File: config.mk
export PLATFORM = sky130hd
export DESIGN_NAME = dmem_port_arbiter
export DESIGN_NICKNAME = d
export VERILOG_FILES = /design/src/rtl/dmem_arb_pkg.sv /design/src/rtl/dmem_arb_age_ctr.sv /design/src/rtl/dmem_port_arbiter.sv
export SDC_FILE = /design/constraint.sdc
export NUM_CORES = 1
export LEC_CHECK = 0
export BUFFER_PORTS_ARGS = -buffer_cell sky130_fd_sc_hd__buf_2
export CAP_MARGIN = 15
export CORE_MARGIN = 5
export CORE_UTILIZATION = 42
export DETAILED_ROUTE_END_ITERATION = 8
export PLACE_DENSITY = 0.76
export SLEW_MARGIN = 20
export SYNTH_ARGS = -nofsm -noshare
export SYNTH_HDL_FRONTEND = slang
export SYNTH_SLANG_ARGS = --single-unit
File: constraint.sdc
create_clock -name clk -period 2.64 [get_ports clk]
set_clock_uncertainty 0.15 [all_clocks]
set_input_delay 0.528 -clock clk [delete_from_list [all_inputs] [get_ports clk]]
set_output_delay 0.528 -clock clk [all_outputs]
set_load 0.01 [all_outputs]
File: src/rtl/dmem_arb_pkg.sv
// Shared types and the priority decode for the data-memory port arbiter.
// Grant order: locked DMA burst, starved DMA, CPU, then idle DMA.
package dmem_arb_pkg;

  typedef enum logic [1:0] {
    IDLE  = 2'd0,
    ISSUE = 2'd1,
    RESP  = 2'd2
  } arb_state_t;

  typedef enum logic [1:0] {
    OWN_NONE = 2'd0,
    OWN_CPU  = 2'd1,
    OWN_DMA  = 2'd2
  } owner_t;

  typedef struct packed {
    owner_t own;
    logic   starve;
  } arb_pick_t;

  localparam int unsigned WAIT_W  = 8;
  localparam int unsigned BURST_W = 4;

  function automatic arb_pick_t arb_pick(
    input logic cpu_req,
    input logic dma_req,
    input logic lock_ok,
    input logic starve_hit
  );
    arb_pick_t p;
    p.own    = OWN_NONE;
    p.starve = 1'b0;
    priority case (1'b1)
      (dma_req && lock_ok): p.own = OWN_DMA;
      (dma_req && starve_hit): begin
        p.own    = OWN_DMA;
        p.starve = 1'b1;
      end
      cpu_req: p.own = OWN_CPU;
      dma_req: p.own = OWN_DMA;
      default: p.own = OWN_NONE;
    endcase
    return p;
  endfunction

endpackage

File: src/rtl/dmem_arb_age_ctr.sv
// DMA wait-age and burst-length counters feeding the arbiter's
// starvation and burst-lock decisions.
module dmem_arb_age_ctr
  import dmem_arb_pkg::*;
#(
  parameter int unsigned STARVE_LIMIT = 8,
  parameter int unsigned MAX_BURST    = 4
) (
  input  logic clk,
  input  logic reset,
  input  logic dma_req_i,
  input  logic dma_own_i,
  input  logic dma_grant_i,
  input  logic grant_starve_i,
  input  logic cpu_grant_i,
  input  logic cpu_ack_i,
  input  logic dma_ack_i,
  input  logic dma_lock_i,
  output logic starve_hit_o,
  output logic lock_ok_o
);

  logic [WAIT_W-1:0]  wait_q, wait_d;
  logic [BURST_W-1:0] burst_q, burst_d;
  logic               locked_q, locked_d;

  always_comb begin
    wait_d = wait_q;
    if (dma_grant_i) begin
      wait_d = '0;
    end else if (dma_req_i && !dma_own_i && (wait_q != '1)) begin
      wait_d = wait_q + 1'b1;
    end
  end

  // Starvation grants do not count toward the burst.
  always_comb begin
    burst_d = burst_q;
    if (cpu_grant_i) begin
      burst_d = '0;
    end else if (dma_ack_i && !dma_lock_i) begin
      burst_d = '0;
    end else if (dma_grant_i && dma_lock_i && !grant_starve_i
                 && (burst_q != '1)) begin
      burst_d = burst_q + 1'b1;
    end
  end

  always_comb begin
    locked_d = locked_q;
    if (dma_ack_i) begin
      locked_d = dma_lock_i;
    end else if (cpu_ack_i) begin
      locked_d = 1'b0;
    end
  end

  always_ff @(posedge clk or posedge reset) begin
    if (reset) begin
      wait_q   <= '0;
      burst_q  <= '0;
      locked_q <= 1'b0;
    end else begin
      wait_q   <= wait_d;
      burst_q  <= burst_d;
      locked_q <= locked_d;
    end
  end

  assign starve_hit_o = (wait_q >= WAIT_W'(STARVE_LIMIT));
  assign lock_ok_o    = locked_q && (burst_q < BURST_W'(MAX_BURST));

endmodule

File: src/rtl/dmem_port_arbiter.sv
// Single-port data memory arbiter between CPU load/store and DMA.
// Each access runs IDLE -> ISSUE -> RESP with a one-cycle ack in RESP.
module dmem_port_arbiter
  import dmem_arb_pkg::*;
#(
  parameter int unsigned ADDR_W       = 5,
  parameter int unsigned DATA_W       = 32,
  parameter int unsigned STARVE_LIMIT = 8,
  parameter int unsigned MAX_BURST    = 4
) (
  input  logic              clk,
  input  logic              reset,
  input  logic              cpu_req,
  input  logic              cpu_we,
  input  logic [ADDR_W-1:0] cpu_addr,
  input  logic [DATA_W-1:0] cpu_wdata,
  output logic              cpu_ack,
  output logic [DATA_W-1:0] cpu_rdata,
  output logic              cpu_stall,
  input  logic              dma_req,
  input  logic              dma_we,
  input  logic [ADDR_W-1:0] dma_addr,
  input  logic [DATA_W-1:0] dma_wdata,
  input  logic              dma_lock,
  output logic              dma_ack,
  output logic [DATA_W-1:0] dma_rdata,
  output logic              mem_en,
  output logic              mem_we,
  output logic [ADDR_W-1:0] mem_addr,
  output logic [DATA_W-1:0] mem_wdata,
  input  logic [DATA_W-1:0] mem_rdata,
  output logic [1:0]        owner,
  output logic              busy
);

  arb_state_t        state_q;
  owner_t            own_q;
  logic              we_q;
  logic [ADDR_W-1:0] addr_q;
  logic [DATA_W-1:0] wdata_q;
  logic              mem_en_q;
  logic              mem_we_q;
  logic              cpu_ack_q;
  logic              dma_ack_q;

  arb_pick_t         pick;
  logic              starve_hit;
  logic              lock_ok;
  logic              grant;
  logic              cpu_grant;
  logic              dma_grant;
  logic              sel_we;
  logic [ADDR_W-1:0] sel_addr;
  logic [DATA_W-1:0] sel_wdata;

  always_comb begin
    pick = arb_pick(cpu_req, dma_req, lock_ok, starve_hit);
  end

  assign grant     = (state_q == IDLE) && (pick.own != OWN_NONE);
  assign cpu_grant = grant && (pick.own == OWN_CPU);
  assign dma_grant = grant && (pick.own == OWN_DMA);

  always_comb begin
    sel_we    = cpu_we;
    sel_addr  = cpu_addr;
    sel_wdata = cpu_wdata;
    if (pick.own == OWN_DMA) begin
      sel_we    = dma_we;
      sel_addr  = dma_addr;
      sel_wdata = dma_wdata;
    end
  end

  dmem_arb_age_ctr #(
    .STARVE_LIMIT (STARVE_LIMIT),
    .MAX_BURST    (MAX_BURST)
  ) u_age (
    .clk            (clk),
    .reset          (reset),
    .dma_req_i      (dma_req),
    .dma_own_i      (own_q == OWN_DMA),
    .dma_grant_i    (dma_grant),
    .grant_starve_i (pick.starve),
    .cpu_grant_i    (cpu_grant),
    .cpu_ack_i      (cpu_ack_q),
    .dma_ack_i      (dma_ack_q),
    .dma_lock_i     (dma_lock),
    .starve_hit_o   (starve_hit),
    .lock_ok_o      (lock_ok)
  );

  // The command latch is only loaded on a grant, so it holds through RESP.
  always_ff @(posedge clk or posedge reset) begin
    if (reset) begin
      state_q   <= IDLE;
      own_q     <= OWN_NONE;
      we_q      <= 1'b0;
      addr_q    <= '0;
      wdata_q   <= '0;
      mem_en_q  <= 1'b0;
      mem_we_q  <= 1'b0;
      cpu_ack_q <= 1'b0;
      dma_ack_q <= 1'b0;
    end else begin
      unique case (state_q)
        IDLE: begin
          if (grant) begin
            state_q  <= ISSUE;
            own_q    <= pick.own;
            we_q     <= sel_we;
            addr_q   <= sel_addr;
            wdata_q  <= sel_wdata;
            mem_en_q <= 1'b1;
            mem_we_q <= sel_we;
          end
        end
        ISSUE: begin
          state_q   <= RESP;
          mem_en_q  <= 1'b0;
          mem_we_q  <= 1'b0;
          cpu_ack_q <= (own_q == OWN_CPU);
          dma_ack_q <= (own_q == OWN_DMA);
        end
        RESP: begin
          state_q   <= IDLE;
          own_q     <= OWN_NONE;
          cpu_ack_q <= 1'b0;
          dma_ack_q <= 1'b0;
        end
        default: begin
          state_q   <= IDLE;
          own_q     <= OWN_NONE;
          mem_en_q  <= 1'b0;
          mem_we_q  <= 1'b0;
          cpu_ack_q <= 1'b0;
          dma_ack_q <= 1'b0;
        end
      endcase
    end
  end

  assign mem_en    = mem_en_q;
  assign mem_we    = mem_we_q;
  assign mem_addr  = addr_q;
  assign mem_wdata = wdata_q;
  assign owner     = own_q;
  assign busy      = (state_q != IDLE);
  assign cpu_ack   = cpu_ack_q;
  assign dma_ack   = dma_ack_q;
  assign cpu_stall = cpu_req && !cpu_ack_q;
  assign cpu_rdata = (cpu_ack_q && !we_q) ? mem_rdata : '0;
  assign dma_rdata = (dma_ack_q && !we_q) ? mem_rdata : '0;

endmodule

==> out/metrics.yaml <==
firstDrtPassIters: 4
final-setup-viol-count: 0
area_growth_pct: 42.1
synth-compound-area-share: 0.131
path_buf_inv: 1
postSynthCellCount: 357
outcome: "finished clean"
tns_ns: 0
dpl.hpwl_mm: 8.33
critical_path.max_fanout: 22
critPathKind: "reg2reg"
grt_pass1_wl_mm: 15.9
cts_root_buffer: "clkbuf_8"
cp-end-kind: "flop"
wire_per_inst_um: 14.9
drt-total-wl_mm: 10.2
cts_sinks: 59
netlist_area_mm2: 0.00332
cts_buffers: 9
max_stage_delay_ns: 0.57
crit_family: "simple AND/OR/NAND/NOR gates"
cp-start-kind: "flop"
layout-drive-gt1-share: 0.431
maxCapViolCount: 0
post_cts_resized: 0
post-route-min-period_ns: 2.26
drt_iter0_drc: 77
initial_core_util: 0.430
avgSynthCellArea_um2: 9.30
cts_tree: "done"
pwr_density_cell_mw_per_mm2: 954
remaining_drc_errors: 0
ctsHoldBuffers: 0
final_area_mm2: 0.00472
fin_util: 0.611
grt_pass1_vias: 3325
seq_area_frac_synth: 0.445
rsz0062_at_grt: "no"
die_h_um: 98.9
hold_viol: 0
clock_latency_ns: 0.33
num_vias: 3353
fill_cells: 699
cts_buffer_depth: 2
synth_cell_types: 42
fin_crit_sh: 0.857
synth_edf_count: 0
grt.overflow.total: 0
coreArea_mm2: 0.00773
hold_path_class: "in2async"
portBuffers: 221
synth_ff_type: "dfrtp_1"
htreeDepth: 3
synthXorXnorAreaFrac: 0.00264
worstMarginPinSlew_ns: 0.972
critPathRequiredTime_ns: 2.70
die-area_mm2: 0.00978
ys_ff_latch: 59
ys_async_sr_fraction: 1.00
vias_per_cell: 4.90
r2r_setup_slack_ns: 0.38
synth_mux_area_frac: 0.118
fmax_ghz: 0.442
p_leak_nw: 2.70
syn_nets: 473
yosys_warnings: 0
worstPathArrival_ns: 2.32
antenna_left: 0
synth-simple-area-share: 0.245
synth_top_family_by_area: "simple AND/OR/NAND/NOR gates"
slew_headroom: 0.349
maxSlewViolCount: 0
finalNetCount: 691
pin_count: 222
grt.total_usage: 0.202
synth_fa_ha_area_frac: 0.0113
grt_max_degree: 43
die-width_um: 98.9
postPlaceCellArea_mm2: 0.00452
clk_pin_slew_ns: 0.07
ir_worst_vdd_v: 0.000485
fp-row-count: 32
gp_congestion: 0.953
cts_setup_buffers: 0
antenna_found_initial: 2
cpMaxStageDelayCell: "or4_4"
path_cells: "or4_4 -> o41ai_4 -> buf_4 -> mux2i_1 -> o21ai_1"
[synthesized netlist by cell type, types with 2 or more instances]
| cell | n | share of area |
|---|---|---|
| a21oi_1 | 13 | 0.020 |
| a32o_1 | 2 | 0.0060 |
| and2_1 | 64 | 0.12 |
| buf_2 | 2 | 0.0030 |
| buf_8 | 2 | 0.0090 |
| clkbuf_1 | 16 | 0.018 |
| dfrtp_1 | 59 | 0.44 |
| ha_1 | 3 | 0.011 |
| inv_1 | 9 | 0.010 |
| mux2i_1 | 39 | 0.12 |
| nand2_1 | 43 | 0.049 |
| nand2b_1 | 4 | 0.0075 |
| nand3_1 | 3 | 0.0045 |
| nand3b_1 | 2 | 0.0045 |
| nand4_1 | 2 | 0.0038 |
| nor2_1 | 9 | 0.010 |
| nor2b_1 | 4 | 0.0075 |
| nor4_1 | 2 | 0.0038 |
| o21ai_0 | 5 | 0.0075 |
| o21ai_1 | 43 | 0.065 |
| o31ai_1 | 5 | 0.011 |
| or3_1 | 3 | 0.0057 |
| or4_1 | 4 | 0.0090 |
[worst reg2reg max path: stages, from the launching register on]
cell and delay [ns]:
dfrtp_1 0.42, or4_4 0.57, o41ai_4 0.24, buf_4 0.40
mux2i_1 0.27, o21ai_1 0.08
[metrics by stage]
stage | power, mW | setup WS, ns | cells | hold WS, ns
4_1_cts | 4.57 | 0.350 | 682 | 0.135
2_1_floorplan | 2.88 | 0.503 | 357 | 0.329
5_1_grt | 4.88 | 0.234 | 684 | 0.164
3_5_place_dp | 3.74 | 0.364 | 666 | 0.320
3_3_place_gp | 3.66 | 0.405 | 666 | 0.313
6_report | 4.50 | 0.378 | 684 | 0.129
[area by class of cell]
class,count,area [µm²],share of cell area
flip-flops and latches,59,1480,0.313
inverters,10,37.5,0.00796
clock buffers,11,141,0.0300
repair buffers,229,1180,0.250
multi-input cells,266,1700,0.360
well taps,102,128,0.0270
diodes,2,5.00,0.00106
clock inverters,5,52.6,0.0111
[logic make-up (layout without fill, tap and decap cells)]
logic type / Yosys count / in the layout
compound gates: 75 / 75
xor+xnor: 1 / 1
fa+ha+maj: 3 / 3
buf+inv: 32 / 255
flops: 59 / 59
mux: 39 / 39
other cells: 0 / 2
simple gates: 148 / 148
[cell usage in the layout (no fill, tap or decap), drive strengths merged, types with 2 or more instances in the layout]
cell type  count
nand3          3
nor4           2
buf          229
inv           10
or3b           2
dfrtp         59
ha             3
clkbuf        11
o21ai         48
nand4          2
diode          2
clkinv         3
a32o           2
nor2b          4
nand2         43
a21oi         13
nand2b         4
mux2i         39
and2          64
o31ai          5
nor2           9
or4            5
or3            3
nand3b         2
[worst paths after layout]
path | start | to | cells after the start
min in group clk | dma_wdata[7] | mem_wdata[7]$_DFFE_PP0P_ | 3
max in group asynchronous | reset | mem_addr[1]$_DFFE_PP0P_ | 3
max | u_age.wait_q[6]$_DFFE_PP0P_ | mem_wdata[20]$_DFFE_PP0P_ | 5
min | reset | mem_wdata[13]$_DFFE_PP0P_ | 2
min reg2reg | mem_addr[0]$_DFFE_PP0P_ | mem_addr[0]$_DFFE_PP0P_ | 2
max reg2reg | u_age.wait_q[6]$_DFFE_PP0P_ | mem_wdata[20]$_DFFE_PP0P_ | 5
[where the power goes]
part	internal (mW)	switching (mW)
combinational	0.904	1.20
clock	0.457	0.355
sequential	1.30	0.292
total	2.66	1.84
[layer usage]
layer | vias up | part of all wire | routed length [µm] | global-route usage
met3 | 33 | 0.099 | 1010 | 0.0531
met1 | 1490 | 0.37 | 3750 | 0.220
li1 | 1655 | - | - | -
met5 | - | 0 | 0 | 0
met4 | 0 | 0.044 | 444 | 0.117
met2 | 175 | 0.49 | 4970 | 0.353
[registers in the layout (all words and copies together) (netlist names)]
signal / flops
mem_wdata: 32
u_age.wait_q: 8
mem_addr: 5
u_age.burst_q: 4
owner: 2
state_q: 2
cpu_ack: 1
dma_ack: 1
mem_en: 1
mem_we: 1
u_age.locked_q: 1
we_q: 1
Note: power is estimated with default switching activity, not from simulation.
